==> config.mk <==
export PLATFORM = sky130hd
export DESIGN_NAME = ddr_tx_serializer
export DESIGN_NICKNAME = d
export VERILOG_FILES = /design/src/rtl/ddr_tx_serializer.sv
export SDC_FILE = /design/constraint.sdc
export NUM_CORES = 1
export LEC_CHECK = 0
export BUFFER_PORTS_ARGS = -buffer_cell sky130_fd_sc_hd__buf_2
export CORE_ASPECT_RATIO = 2
export CORE_UTILIZATION = 50
export CTS_CLUSTER_SIZE = 8
export DETAILED_ROUTE_END_ITERATION = 7
export PLACE_DENSITY = 0.71
export SLEW_MARGIN = 20
export SYNTH_ARGS = -nofsm -noshare
export SYNTH_HDL_FRONTEND = slang
export SYNTH_SLANG_ARGS = --single-unit
==> constraint.sdc <==
create_clock -name clock -period 3.9 [get_ports clock]
set_input_delay 0.195 -clock clock [delete_from_list [all_inputs] [get_ports clock]]
set_output_delay 0.195 -clock clock [all_outputs]
set_load 0.02 [all_outputs]
==> src/rtl/ddr_tx_serializer.sv <==
// ddr_tx_serializer
//   Splits WIDTH*RATIO-bit words into RATIO/2 DDR beats per lane. Each beat
//   carries a rising-half bit (d1) and a falling-half bit (d2) for every lane.
//   These bits feed an external DDR output register. Two word slots let the
//   next word wait while the current one is shifted out, so streaming has no gaps.
//
// Ports
//   clock      : the only clock; all state updates on its rising edge
//   reset      : synchronous, active-high
//   enable     : clock enable; when 0 every register holds
//   in_data    : lane i occupies in_data[i*RATIO +: RATIO]
//   in_valid   : in_data is valid
//   in_ready   : word accepted when in_valid & in_ready & enable
//   d1 / d2    : registered rising-/falling-half bit per lane
//   busy       : registered, 1 while either word slot is occupied
//   burst_end  : registered one-cycle pulse on the return to idle

// Per-lane beat extraction: picks the two bits of the current beat and
// produces the lane word shifted by one beat.
module ddr_tx_serializer_lane #(
  parameter int RATIO     = 8,
  parameter bit MSB_FIRST = 1'b1
) (
  input  logic [RATIO-1:0] i_word,
  output logic             o_d1,
  output logic             o_d2,
  output logic [RATIO-1:0] o_next
);
  generate
    if (MSB_FIRST) begin : g_msb
      assign o_d1   = i_word[RATIO-1];
      assign o_d2   = i_word[RATIO-2];
      assign o_next = i_word << 2;
    end else begin : g_lsb
      assign o_d1   = i_word[0];
      assign o_d2   = i_word[1];
      assign o_next = i_word >> 2;
    end
  endgenerate
endmodule

module ddr_tx_serializer #(
  parameter int WIDTH     = 4,
  parameter int RATIO     = 8,
  parameter bit MSB_FIRST = 1'b1,
  parameter bit IDLE      = 1'b0
) (
  input  logic                   clock,
  input  logic                   reset,
  input  logic                   enable,
  input  logic [WIDTH*RATIO-1:0] in_data,
  input  logic                   in_valid,
  output logic                   in_ready,
  output logic [WIDTH-1:0]       d1,
  output logic [WIDTH-1:0]       d2,
  output logic                   busy,
  output logic                   burst_end
);
  localparam int            DW    = WIDTH * RATIO;
  localparam int            BEATS = RATIO / 2;
  localparam int            BW    = (BEATS > 1) ? $clog2(BEATS) : 1;
  localparam logic [BW-1:0] LAST  = BW'(BEATS - 1);

  // Shift stage (active word) and holding slot (pending word)
  logic [DW-1:0]    r_sh_data;
  logic             r_sh_vld;
  logic [DW-1:0]    r_hd_data;
  logic             r_hd_vld;
  logic [BW-1:0]    r_beat;
  logic [WIDTH-1:0] r_d1;
  logic [WIDTH-1:0] r_d2;
  logic             r_busy;
  logic             r_burst_end;
  logic             r_out_last;   // d1/d2 currently show a word's last beat

  logic [WIDTH-1:0] w_d1;
  logic [WIDTH-1:0] w_d2;
  logic [DW-1:0]    w_shift;
  logic             w_last;
  logic             w_sh_free;
  logic             w_move;
  logic             w_bypass;
  logic             w_acc;
  logic             w_to_hold;
  logic             w_sh_vld_nxt;
  logic             w_hd_vld_nxt;

  generate
    for (genvar gi = 0; gi < WIDTH; gi++) begin : g_lane
      ddr_tx_serializer_lane #(
        .RATIO     (RATIO),
        .MSB_FIRST (MSB_FIRST)
      ) u_lane (
        .i_word (r_sh_data[gi*RATIO +: RATIO]),
        .o_d1   (w_d1[gi]),
        .o_d2   (w_d2[gi]),
        .o_next (w_shift[gi*RATIO +: RATIO])
      );
    end
  endgenerate

  // The shift stage can take a new word when it is empty or issuing its
  // last beat on this edge.
  assign w_last    = r_sh_vld && (r_beat == LAST);
  assign w_sh_free = !r_sh_vld || w_last;
  assign w_move    = r_hd_vld && w_sh_free;
  // With the holding slot empty, an accepted word goes straight into a
  // freeing shift stage. This keeps back-to-back words gapless, including RATIO=2.
  assign w_bypass  = !r_hd_vld && w_sh_free;

  assign in_ready  = enable && !reset && (!r_hd_vld || w_move);
  assign w_acc     = in_valid && in_ready;
  assign w_to_hold = w_acc && !w_bypass;

  assign w_sh_vld_nxt = !w_sh_free || r_hd_vld || w_acc;
  assign w_hd_vld_nxt = w_to_hold || (r_hd_vld && !w_move);

  always_ff @(posedge clock) begin
    if (reset) begin
      r_sh_data   <= '0;
      r_sh_vld    <= 1'b0;
      r_hd_data   <= '0;
      r_hd_vld    <= 1'b0;
      r_beat      <= '0;
      r_d1        <= {WIDTH{IDLE}};
      r_d2        <= {WIDTH{IDLE}};
      r_busy      <= 1'b0;
      r_burst_end <= 1'b0;
      r_out_last  <= 1'b0;
    end else if (enable) begin
      if (w_sh_free) begin
        r_beat <= '0;
        if (r_hd_vld)   r_sh_data <= r_hd_data;
        else if (w_acc) r_sh_data <= in_data;
      end else begin
        r_sh_data <= w_shift;
        r_beat    <= r_beat + 1'b1;
      end
      r_sh_vld <= w_sh_vld_nxt;

      if (w_to_hold) r_hd_data <= in_data;
      r_hd_vld <= w_hd_vld_nxt;

      if (r_sh_vld) begin
        r_d1 <= w_d1;
        r_d2 <= w_d2;
      end else begin
        r_d1 <= {WIDTH{IDLE}};
        r_d2 <= {WIDTH{IDLE}};
      end
      r_out_last  <= w_last;
      // Last beat showing and nothing follows: outputs drop to idle now
      r_burst_end <= r_out_last && !r_sh_vld;
      r_busy      <= w_sh_vld_nxt || w_hd_vld_nxt;
    end
  end

  assign d1        = r_d1;
  assign d2        = r_d2;
  assign busy      = r_busy;
  assign burst_end = r_burst_end;
endmodule
== Word level (Yosys, flattened, before mapping) ==
Index checks and enable logic that the tools add are counted.

* Register bits after elaboration: 79
* Bits of input ports: 36
* Output and inout bits: 11
* Logic and storage cells: 42

* Add/sub/neg operators: 1
* Equal/unequal tests: 2
* Muxes and demuxes: 6
* Reductions and logical operators: 23

{| class="wikitable"
|+ Operators by type and width
! cell !! number
|-
| two-way mux 32 bit || 3
|-
| logical AND 1 bit || 9
|-
| two-way mux 4 bit || 2
|-
| zero test 1 bit || 6
|-
| logical OR 1 bit || 6
|-
| AND reduction 2 bit || 2
|-
| inequality test 3 x 2 -> 1 bit (second input constant) || 1
|-
| adder 2 x 1 -> 2 bit (second input constant) || 1
|-
| equality test 2 bit (second input constant) || 1
|-
| two-way mux 2 bit || 1
|}

== Depth between registers and ports, before layout ==
* Depth in word-level cells: 10
* Depth in mapped cells: 7
* Mapped depth without buffers: 5

== Cells and area by module ==
A second synthesis with hierarchy kept.

* Cell total of the unflattened synthesis: 429
* Area, all modules: 3834.9 um^2

{| class="wikitable"
|+ Modules (own cells, without submodules)
! module !! instances !! cells each !! area each (um^2) !! seq. area each (um^2)
|-
| ddr_tx_serializer || 1 || 385 || 3519.6 || 1581.5
|-
| ddr_tx_serializer_lane || 4 || 11 || 78.8 || 0.0
|}

== Worst setup path before layout ==
OpenSTA, ideal clock, no wires.

* Path kind: register to register
* From: register r_beat[0]
* To: register r_hd_data[16]
* Library setup time: 0.115 ns
* Data arrival time: 1.407 ns
* Required time: 3.785 ns
* Path slack: 2.378 ns
* Stages on the path, launching flop included: 7
* Period minus slack after synthesis: 1.522 ns
* Cell sequence: dfxtp_1 ha_1 nand2b_4 xnor2_2 nand2_2 buf_2 a31o_1

* Cells in the longest elaborated chain, start to end: 9
* Elaborated cells between the ends (all ways): 11
* Those cells by class: 1 x eq/ne; 10 x reduce/logical

{| class="wikitable"
|+ Ends and longest elaborated chain
! element !! line !! RTL
|-
| start, declared || 69 || <nowiki>logic [BW-1:0] r_beat;</nowiki>
|-
| start signal, assigned || 137 || <nowiki>r_beat <= r_beat + 1'b1;</nowiki>
|-
| equality test 2 bit (*) || 104 || <nowiki>assign w_last = r_sh_vld && (r_beat == LAST);</nowiki>
|-
| logical AND 1 bit (*) || 104 ||
|-
| logical OR 1 bit (*) || 105 || <nowiki>assign w_sh_free = !r_sh_vld || w_last;</nowiki>
|-
| logical AND 1 bit || 106 || <nowiki>assign w_move = r_hd_vld && w_sh_free;</nowiki>
|-
| logical OR 1 bit || 111 || <nowiki>assign in_ready = enable && !reset && (!r_hd_vld || w_move);</nowiki>
|-
| logical AND 1 bit || 111 ||
|-
| logical AND 1 bit || 112 || <nowiki>assign w_acc = in_valid && in_ready;</nowiki>
|-
| logical AND 1 bit (*) || 113 || <nowiki>assign w_to_hold = w_acc && !w_bypass;</nowiki>
|-
| AND reduction 2 bit (no source line) (*) || n/a ||
|-
| end signal, assigned || 141 || <nowiki>if (w_to_hold) r_hd_data <= in_data;</nowiki>
|-
| end, declared || 67 || <nowiki>logic [DW-1:0] r_hd_data;</nowiki>
|}

Every way passes the cells marked *; elsewhere a longest branch is shown, timed or not.
A chain may end at the register's enable or synchronous reset.

== Worst setup path after layout ==
* From: input port reset
* To: register r_hd_data[25]

* Cells in the longest elaborated chain, start to end: 6

{| class="wikitable"
|+ Ends and longest elaborated chain
! element !! line !! RTL
|-
| start, declared || 49 || <nowiki>input logic reset,</nowiki>
|-
| zero test 1 bit || 111 ||
|-
| logical AND 1 bit (2 in series) || 111 ||
|-
| logical AND 1 bit || 112 ||
|-
| logical AND 1 bit || 113 ||
|-
| AND reduction 2 bit (no source line) || n/a ||
|}

Parallel ways exist; a longest one is shown, timed or not.

==> summary.md <==
| Metric | Value |
|---|---|
| Outcome | `finished, final reports clean` |
| Iter 0 DRT Violations | `179` |
| Worst slew margin | `approximately 29%` |
| Area growth from synthesis to final layout | `15.7%` |
| Routed Antenna Nets | `0` |
| HP Class | `input port to flop` |
| RSZ-0062 raised after global routing | `false` |
| Residual DRC | `0` |
| Hold buffer count at cts | `0` |
| Cells on worst reg2reg path | `5` |
| Die Y | `approximately 120 um` |
| Port-buffer cells | `46` |
| Clk pin slew, worst setup/hold paths | `roughly 60 ps` |
| Effective utilization at floorplan | `between 50% and 60%` |
| Endpoints failing setup | `0` |
| Post-CTS setup buffers | `0` |
| Vias per cell | `around 5.8` |
| Clk Tree Root Cell | `clkbuf_16` |
| Startpoint Class | `input port` |
| # fillers | `roughly 630` |
| Post-synthesis sequential area ratio | `a little under half` |
| Post-Syn Nets | `413` |
| Routed Wire Length | `slightly below 8000 um` |
| Drt first pass iters | `4` |
| DPL Wire Length | `4900 um` |
| Minimum clock period | `around 2500 ps` |
| Final setup TNS | `0 ps` |
| Final Hold Viols | `0` |
| Initial antenna violation count | `0` |
| Largest net degree at the start of global routing | `58` |
| Async set-reset flop share out of synthesis | `0%` |
| Core region area | `between 6000 and 7000 um^2` |
| # diodes | `0` |
| CP Data Arrival Time | `between 2000 and 3000 ps` |
| Final #Nets | `approximately 440` |
| Post-synthesis instance total | `between 300 and 400` |
| GRT overflow | `0` |
| CTS buffer count | `9` |
| Routed wire per std cell | `between 15 and 20 um` |
| Max_cap viols | `0` |
| Vias | `roughly 2,900` |
| Hold path depth | `3` |
| Die width | `between 60 and 70 um` |
| Peak Freq | `399 MHz` |
| GPL Wtd Cong | `about 0.76` |
| Final Util | `between 60% and 70%` |
| Prevailing post-synth register cell | `dfxtp_1` |
| Peak VDD IR | `~0.35 mV` |
| Lkg Pwr | `between 0.0015 and 0.002 uW` |
| Total Routing Usage GR | `23.7%` |
| Crit path kind | `input port to flop` |
| Post-synthesis cell type count | `30` |
| Seq cells post-synth | `slightly below 80` |
| Post-synth EDFFs | `0` |
| CTS H-Tree Depth | `3` |
| CTS tree | `yes` |
| Final Cycle Share | `64.2%` |
| Global-route wire length before repair | `12,800 um` |
| Worst skew pair latency | `approximately 330 ps` |
| Layout cells sized above 1 | `between 10% and 20%` |
| Worst-path fanout max | `50` |
| Sink Count | `79` |
| Skew final | `between 4 and 5 ps` |
| Row count | `42` |
| Yosys warning count | `0` |
| Power Dens Cells | `around 490 nW/um^2` |
| Max Slew Vio Count | `0` |
| Post-synthesis cell area | `approximately 3500 um^2` |
| Deepest clock path buffer count | `2` |
| Die area | `7260 um^2` |
| CP required | `4120 ps` |
| Vias in the first global route | `approximately 2,700` |
| I/O pin count | `47` |
| Slew @ Worst Pin | `1060 ps` |
| Mean Syn Cell Area | `around 9.2 um^2` |
| Setup crit end kind | `flop` |
| CTS-repair resized insts | `0` |
[worst paths after layout]
check               startpoint             to  slack [ps]
setup / recovery         reset  r_hd_data[25]        1400
hold reg to reg   r_sh_data[9]   r_sh_data[9]         450
hold / removal      in_data[5]   r_hd_data[5]         190
setup reg to reg     r_beat[0]  r_hd_data[25]        1560
[cell usage after synthesis, drive strengths merged, types with 2 or more instances]
master | number | area share, %
a21oi | 37 | 5.4
clkbuf | 18 | 2.1
mux2i | 25 | 7.2
inv | 2 | 0.22
mux2 | 8 | 2.6
o211ai | 24 | 5.2
a22oi | 9 | 2.0
and3 | 33 | 6.0
dfxtp | 79 | 46
nor2 | 12 | 1.3
nor2b | 2 | 0.58
buf | 17 | 2.9
nand3 | 9 | 1.3
a31o | 32 | 8.1
nand2 | 61 | 6.7
[cells by family (layout without fill, tap and decap cells)]
| kind of cell | after synthesis | after routing | synth area share [%] |
|---|---|---|---|
| DFF | 79 | 79 | 45.8 |
| adders and majority gates | 1 | 1 | 0.362 |
| muxes | 33 | 33 | 9.86 |
| buffers and inverters | 37 | 68 | 5.14 |
| AOI/OAI and AO/OA | 106 | 106 | 21.9 |
| xor gates and xnor gates | 1 | 1 | 0.471 |
| and+or+nand+nor | 119 | 119 | 16.4 |
[metal layers]
layer | vias up | share of wire [%] | global-route usage [%] | routed length [um]
met2 | 57 | 53 | 39.6 | 4210
met5 | - | 0 | 0 | 0
met3 | 17 | 2.6 | 3.99 | 207
met1 | 1405 | 42 | 27.7 | 3300
met4 | 0 | 2.8 | 12.6 | 223
li1 | 1411 | - | - | -
[sequential cells by signal, summed over array words and instances, names as in the netlist, 2 cells and up]
name,flops
r_hd_data,32
d2,4
d1,4
r_beat,2
r_sh_data,32
[stage by stage]
step / worst slack [ps] / hold WS, ps / total power [uW] / std cells / instance area [um^2]
floorplan: 2380 / 347 / 960 / 376 / 3450
global placement: 1170 / 438 / 1000 / 479 / 3650
detailed placement: 1110 / 446 / 1010 / 479 / 3650
CTS: 1450 / 185 / 1950 / 495 / 4000
global route: 1190 / 209 / 2000 / 495 / 4000
finish: 1400 / 189 / 1940 / 495 / 4000
[where the power goes]
| part | switching [uW] | internal (uW) |
|---|---|---|
| clock | 306 | 643 |
| sequential | 13.7 | 831 |
| combinational | 91.5 | 53.4 |
[cell type report]
cell class	count	area, um^2	area share (%)
tap	88	110	2.76
timing repair buffer	50	260	6.51
sequential	79	1580	39.6
clock inverter	3	90.1	2.25
multi-input combinational	260	1690	42.4
clock buffer	13	250	6.26
inverter	2	7.51	0.188
[critical path: stages]
cell and delay (ps):
buf_2 400, inv_2 140, and3_1 870, nand2_2 660, a31o_2 430
[layout by cell type, fill, tap and decap left out, drive strengths merged]
master	instances
a211oi	1
a21oi	37
a22oi	9
a31o	32
and2	1
and3	33
buf	50
bufinv	3
clkbuf	13
dfxtp	79
ha	1
inv	2
mux2	8
mux2i	25
nand2	61
nand2b	1
nand3	9
nor2	12
nor2b	2
o211ai	24
o21ai	1
o31a	1
o31ai	1
xnor2	1
Power figures use the tool's default switching activity.
